$ cat src/rtl/imem_loadable.sv
// Loadable instruction RAM with thread-tagged, one-cycle registered fetch.
// A byte-serial load FSM assembles words MSB-first and writes them at run time.
module imem_loadable #(
    parameter int PC_W      = 8,
    parameter int INSTR_W   = 16,
    parameter int TID_W     = 1,
    parameter     INIT_FILE = ""
) (
    input  logic               clk,
    input  logic               rst,
    input  logic               fetch_valid_i,
    output logic               fetch_ready_o,
    input  logic [PC_W-1:0]    fetch_pc_i,
    input  logic [TID_W-1:0]   fetch_tid_i,
    output logic               rsp_valid_o,
    output logic [INSTR_W-1:0] rsp_instr_o,
    output logic [PC_W-1:0]    rsp_pc_o,
    output logic [TID_W-1:0]   rsp_tid_o,
    output logic               rsp_misalign_o,
    input  logic               ld_start_i,
    input  logic [PC_W-1:0]    ld_base_i,
    input  logic [PC_W-2:0]    ld_count_i,
    input  logic               ld_byte_valid_i,
    input  logic [7:0]         ld_byte_i,
    output logic               ld_byte_ready_o,
    output logic               ld_busy_o,
    output logic               ld_done_o
);
    localparam int AW    = PC_W - 1;
    localparam int DEPTH = 1 << AW;
    localparam int BPW   = INSTR_W / 8;
    localparam int KW    = $clog2(BPW + 1);
    localparam logic [KW-1:0] K_LAST = KW'(BPW - 1);

    typedef enum logic [1:0] {IDLE, LD_HI, LD_WR, DONE} state_t;

    state_t               state_q, state_d;
    logic [AW-1:0]        addr_q, addr_d;
    logic [AW-1:0]        cnt_q, cnt_d;
    logic [KW-1:0]        k_q, k_d;
    logic [INSTR_W-1:0]   asm_q, asm_d;
    logic                 mem_we;
    logic                 fetch_fire;
    logic [INSTR_W-1:0]   mem [DEPTH];

    logic                 rsp_valid_q;
    logic [INSTR_W-1:0]   rsp_instr_q;
    logic [PC_W-1:0]      rsp_pc_q;
    logic [TID_W-1:0]     rsp_tid_q;
    logic                 rsp_misalign_q;

    logic                 unused_base;
    assign unused_base = ld_base_i[0];

    assign fetch_ready_o   = (state_q == IDLE);
    assign ld_byte_ready_o = (state_q == LD_HI);
    assign ld_busy_o       = (state_q != IDLE);
    assign ld_done_o       = (state_q == DONE);
    assign fetch_fire      = fetch_valid_i && fetch_ready_o;

    always_comb begin
        state_d = state_q;
        addr_d  = addr_q;
        cnt_d   = cnt_q;
        k_d     = k_q;
        asm_d   = asm_q;
        mem_we  = 1'b0;
        unique case (state_q)
            IDLE: begin
                if (ld_start_i) begin
                    addr_d  = ld_base_i[PC_W-1:1];
                    cnt_d   = ld_count_i;
                    k_d     = '0;
                    state_d = (ld_count_i == '0) ? DONE : LD_HI;
                end
            end
            LD_HI: begin
                if (ld_byte_valid_i) begin
                    asm_d = INSTR_W'({asm_q, ld_byte_i});
                    k_d   = k_q + 1'b1;
                    if (k_q == K_LAST) state_d = LD_WR;
                end
            end
            LD_WR: begin
                mem_we  = 1'b1;
                addr_d  = addr_q + 1'b1;
                cnt_d   = cnt_q - 1'b1;
                k_d     = '0;
                state_d = (cnt_q == AW'(1)) ? DONE : LD_HI;
            end
            DONE: state_d = IDLE;
            default: state_d = IDLE;
        endcase
    end

    always_ff @(posedge clk) begin
        if (mem_we) mem[addr_q] <= asm_q;
    end

    always_ff @(posedge clk or posedge rst) begin
        if (rst) begin
            state_q        <= IDLE;
            addr_q         <= '0;
            cnt_q          <= '0;
            k_q            <= '0;
            asm_q          <= '0;
            rsp_valid_q    <= 1'b0;
            rsp_instr_q    <= '0;
            rsp_pc_q       <= '0;
            rsp_tid_q      <= '0;
            rsp_misalign_q <= 1'b0;
        end else begin
            state_q     <= state_d;
            addr_q      <= addr_d;
            cnt_q       <= cnt_d;
            k_q         <= k_d;
            asm_q       <= asm_d;
            rsp_valid_q <= fetch_fire;
            if (fetch_fire) begin
                rsp_instr_q    <= mem[fetch_pc_i[PC_W-1:1]];
                rsp_pc_q       <= fetch_pc_i;
                rsp_tid_q      <= fetch_tid_i;
                rsp_misalign_q <= fetch_pc_i[0];
            end
        end
    end

    assign rsp_valid_o    = rsp_valid_q;
    assign rsp_instr_o    = rsp_instr_q;
    assign rsp_pc_o       = rsp_pc_q;
    assign rsp_tid_o      = rsp_tid_q;
    assign rsp_misalign_o = rsp_misalign_q;
endmodule
$ cat config.mk
export PLATFORM = sky130hd
export DESIGN_NAME = imem_loadable
export DESIGN_NICKNAME = d
export VERILOG_FILES = /design/src/rtl/imem_loadable.sv
export SDC_FILE = /design/constraint.sdc
export NUM_CORES = 2
export LEC_CHECK = 0
export ABC_AREA = 1
export BUFFER_PORTS_ARGS = -buffer_cell sky130_fd_sc_hd__buf_2
export CORE_ASPECT_RATIO = 0.75
export CORE_MARGIN = 2
export CORE_UTILIZATION = 51
export CTS_CLUSTER_SIZE = 14
export DETAILED_ROUTE_END_ITERATION = 16
export PLACE_DENSITY = 0.66
export SLEW_MARGIN = 25
export SYNTH_ARGS = -nofsm -noshare
export SYNTH_HDL_FRONTEND = slang
export SYNTH_SLANG_ARGS = --single-unit
export TNS_END_PERCENT = 1
$ cat constraint.sdc
create_clock -name clk -period 4.1 [get_ports clk]
set_input_delay 0.41 -clock clk [delete_from_list [all_inputs] [get_ports clk]]
set_output_delay 0.41 -clock clk [all_outputs]
set_load 0.02 [all_outputs]
Word level (Yosys, flattened, before mapping)
Memory sizes are Yosys's and may differ from the RTL's. A register that Yosys moved wholly into a read port is not among the register bits.
Index checks and enable logic that the tools add are counted.
{"block": "classes", "n_addsub": 3, "n_eq_ne": 8, "mux": 16, "n_reduce_logical": 10}
{"op": "7-bit one-hot mux with 2 select lines", "n": 2}
{"op": "2-bit two-way mux", "n": 7}
{"op": "7-bit two-way mux", "n": 2}
{"op": "2-bit one-hot mux with 4 select lines", "n": 1}
{"op": "7-bit by 1-bit adder with 7-bit output (second input constant)", "n": 1}
{"op": "7-bit by 1-bit equality test with 1-bit output (second input constant)", "n": 1}
{"op": "7-bit zero test", "n": 1}
{"op": "7-bit by 1-bit subtractor with 7-bit output (second input constant)", "n": 1}
{"op": "2-bit one-hot mux with 3 select lines", "n": 1}
{"op": "3-bit AND reduction", "n": 2}
{"op": "2-bit by 1-bit equality test with 1-bit output (second input constant)", "n": 2}
{"op": "2-bit equality test (second input constant)", "n": 2}
{"op": "2-bit by 1-bit != test with 1-bit output (second input constant)", "n": 2}
{"op": "2-bit AND reduction", "n": 2}
{"op": "2-bit nonzero test", "n": 2}
{"op": "1-bit two-way mux", "n": 3}
{"op": "3-bit nonzero test", "n": 1}
{"op": "2-bit by 1-bit adder with 2-bit output (second input constant)", "n": 1}
{"op": "2-bit zero test", "n": 1}
{"op": "2-bit != test (second input constant)", "n": 1}
{"op": "1-bit logical AND", "n": 1}
{"block": "totals", "regBits": 45, "ramBits": 2048, "in_bits": 37, "out_inout_bits": 31, "wordCells": 47, "mem_count": 1}
{"memory": "mem", "depth": 128, "word_bits": 16, "read_ports": 1, "rd_ports_with_merged_regs": 1, "wr": 1, "line_no": "44", "rtl": "logic [INSTR_W-1:0] mem [DEPTH];"}

Depth between registers and ports, before layout
{"block": "logic_depth", "word_depth": 4, "ltp_mapped": 14, "ltp_nobuf": 11}

Worst setup path before layout
OpenSTA, ideal clock, no wires.
{"block": "synth_path", "path_type": "reg2reg", "from": "register addr_q[2]", "to": "memory mem[31][0], enable pin", "setup_time_ns": 0.409, "arrival_time_ns": 2.157, "t_required_ns": 3.691, "slack_ns": 1.534, "stages_incl_launch_ff": 8, "n_path_buf": 1, "period_less_slack_ns": 2.566, "cell_sequence": "dfrtp_1 clkbuf_1 nand2_1 nor2_1 inv_1 nor2_1 nand2_1 nor3_1"}
{"element": "from (decl)", "line_no": "38", "rtl": "logic [AW-1:0] addr_q, addr_d;"}
{"element": "from (signal assigned)", "line_no": "114", "rtl": "addr_q <= addr_d;"}
{"element": "to (decl)", "line_no": "44"}
No word-level cell before the write port.

Final worst setup path
{"block": "layout_path", "from": "register state_q[1]", "to": "memory mem[122][9], enable pin"}
{"block": "layout_between", "elab_chain_len": 4}
{"element": "from (decl)", "line_no": "37", "rtl": "state_t state_q, state_d;"}
{"element": "from (signal assigned)", "line_no": "113", "rtl": "state_q <= state_d;"}
{"element": "2-bit equality test", "line_no": "68", "rtl": "unique case (state_q)"}
{"element": "1-bit two-way mux", "line_no": "68"}
{"element": "1-bit two-way mux", "line_no": "97", "rtl": "if (mem_we) mem[addr_q] <= asm_q;"}
{"element": "1-bit two-way mux (implied by the code)", "line_no": "97"}
Every way passes these cells.

==> flow_summary.json <==
{
  "yosysWarnings": 0,
  "die_h_um": 358.3,
  "grt-ovfl-total": 0,
  "routabilityCongestion": 0.8954,
  "peakVddDrop_uv": 883.1,
  "port_buffers": 66,
  "synth_top_cells_by_area": "edfxtp_1 72%, nand2_1 11%, nand3_1 11%",
  "synthFlopType": "edfxtp_1",
  "grt_pass1_wl_mm": 346.9,
  "drt-initial-drc-count": 8230,
  "pre_cts_slack_ns": 0.7984,
  "cp_data_required_time_ns": 4.63,
  "finClkSkew_ns": 0.06676,
  "cts_buffer_depth": 3,
  "die_area_um2": 170700,
  "nNetsFinal": 7371,
  "wirelength_mm": 237.4,
  "drt-wirelength-per-cell_um": 24.42,
  "whs_ns": 0.06680,
  "cts_inserted_buffers": 193,
  "hold_viol": 0,
  "hpwl_mm": 136.3,
  "synth-edff-count": 2048,
  "ys_seq_area_frac": 0.7380,
  "vias": 57150,
  "clockRootBuffer": "clkbuf_16",
  "netlist_area_um2": 85370,
  "layout-drive-gt1-share": 0.08262,
  "start_util": 0.5155,
  "max_slew_margin": 0.2705,
  "io_pins": 68,
  "clk_latency_ns": 0.87,
  "yosys.area.top_type_share": 0.7204,
  "fin_crit_sh": 0.8485,
  "antenna_found_initial": 11,
  "hold_path_class": "input port to flip-flop",
  "coreArea_um2": 165600,
  "status": "finished clean",
  "fin_ws_ns": 0.6209,
  "fin_util": 0.5746,
  "die_w_um": 476.4,
  "finalCriticalPeriod_ns": 3.479,
  "area_growth_pct": 11.46,
  "tritoncts": "built",
  "end_kind": "flip-flop",
  "post-place-cells": 9334,
  "path_class": "flip-flop to flip-flop",
  "antenna_left": 0,
  "grt_max_degree": 176,
  "avgViaCountPerCell": 5.879,
  "synthCells": 7235,
  "drc": 0,
  "setup_viol": 0,
  "max_freq_ghz": 0.2874,
  "worstMarginPinSlew_ns": 1.094,
  "clkTransAtPathRegs_ns": 0.07,
  "synthArstFlopShare": 0.02846,
  "leakage_nw": 34.16,
  "drv_slew": 0,
  "track_usage": 0.2746,
  "rsz0062_at_grt": "false",
  "maxCapViolations": 0,
  "synth.distinct_cells": 29,
  "start_kind": "flip-flop",
  "p_per_area_nw_per_um2": 552.1,
  "yosys_register_bits": 2108,
  "first_global_vias": 52620,
  "cts_resized": 0,
  "h-tree-depth": 4,
  "syn_nets": 7276,
  "drtPass1Iterations": 6,
  "crit_arrival_ns": 4.01,
  "critPathMaxFanout": 13,
  "numClockSinks": 2108,
  "syn_area_per_cell_um2": 11.80,
  "synth.largest_area_cell": "edfxtp_1",
  "setup-tns-final_ns": 0,
  "rows": 129,
  "final_cells": 9722
}
kinds of logic (layout without fill, tap and decap cells):
kind of cell | after synthesis | in the layout | share of synthesized area
DFF | 2108 | 2108 | 0.7380
other | 0 | 3 | 0
AOI/OAI and AO/OA | 62 | 62 | 0.004045
adders and majority gates | 4 | 4 | 0.0005863
xor gates and xnor gates | 1 | 1 | 0.0001026
buffers and inverters | 516 | 773 | 0.03009
and+or+nand+nor | 4544 | 4544 | 0.2272
routing by layer:
metal	GRT usage	vias to the layer above	share of wire
met5	0	-	0
met1	0.4061	27910	0.41
li1	-	25680	-
met3	0.07849	374	0.13
met2	0.3933	3192	0.43
met4	0.08832	0	0.031
final timing paths:
kind / start / endpoint / slack (ns) / cells past startpoint
setup / recovery: state_q[1] / mem[122][9] / 0.62 / 8
hold / removal: fetch_pc_i[7] / rsp_instr_o[4] / 0.07 / 4
setup reg to reg: state_q[1] / mem[122][9] / 0.62 / 8
hold reg to reg: rsp_tid_o / rsp_tid_o / 0.48 / 2
max in group asynchronous: rst / rsp_pc_o[1] / 3.00 / 4
min in group asynchronous: rst / addr_q[3] / 0.17 / 3
sequential cells by signal, indices dropped and copies added (netlist names):
| register | flops |
|---|---|
| k_q | 2 |
| rsp_tid_o | 1 |
| asm_q | 16 |
| rsp_instr_o | 16 |
| cnt_q | 7 |
| rsp_pc_o | 8 |
| mem | 2048 |
| addr_q | 7 |
| state_q | 2 |
| rsp_valid_o | 1 |
power breakdown:
group	internal (W)	switching, W
sequential	0.0271	0.00196
combinational	0.00126	0.00490
clock	0.00941	0.00796
total	0.0377	0.0148
synth_stat cells, types with 6 or more instances:
library cell  instances
nand2_1            2522
edfxtp_1           2048
nand3_1            1854
buf_2               312
nor2_1              158
clkbuf_1             81
dfrtp_1              60
buf_4                51
inv_1                45
o21ai_0              31
buf_1                18
a21oi_1              15
buf_6                 6
nor3_1                6
final cells by class:
cell class	instances	area, um2
clock buffers	265	5274
inverters	48	224.0
flip-flops and latches	2108	63060
multi-input cells	4611	19810
well taps	2227	2786
fillers	13360	70450
repair buffers	368	3251
clock inverters	92	735.7
diodes	3	7.507
critical path, cell delays in order (launching register included):
cell and delay [ns]:
dfrtp_1 0.57, inv_1 0.14, nor2_2 0.39, inv_1 0.40, nor2_2 0.26, nand3_1 0.44, buf_4 0.39, nor2_1 0.27
buf_4 0.30
cell usage in the layout (no fill, tap or decap), types with 2 or more instances in the layout:
master,netlist,routed
dfrtp_4,0,16
a32oi_1,2,2
edfxtp_1,2048,2048
buf_12,0,41
dfrtp_1,60,44
diode_2,0,3
buf_4,51,233
nor3_1,6,5
ha_1,4,4
nand2_1,2522,2522
clkbuf_1,81,58
buf_8,0,3
clkinv_8,0,4
inv_16,0,3
clkinv_2,0,22
buf_16,0,2
a21oi_1,15,15
dlygate4sd3_1,0,27
inv_6,0,4
clkinv_16,0,4
inv_1,45,41
inv_8,0,3
nor2_2,1,4
nand3_1,1854,1854
clkbuf_16,0,196
o22ai_1,5,5
buf_2,312,62
clkbuf_8,0,11
clkinv_1,1,51
o21ai_0,31,31
bufinv_16,0,6
nor2_1,158,155
o211ai_1,5,5
metrics by stage:
step | instance area, um2 | power, W
floorplan | 85370 | 0.03173
global placement | 88790 | 0.03517
detailed placement | 88830 | 0.03545
CTS | 95110 | 0.05251
global route | 95150 | 0.05401
finish | 95150 | 0.05253
what timing repair did:
action	in CTS	in global routing
endpoints found under the hold margin	58	0
setup buffers	0	0
hold buffers	27	0
Note: power is estimated with default switching activity, not from simulation.
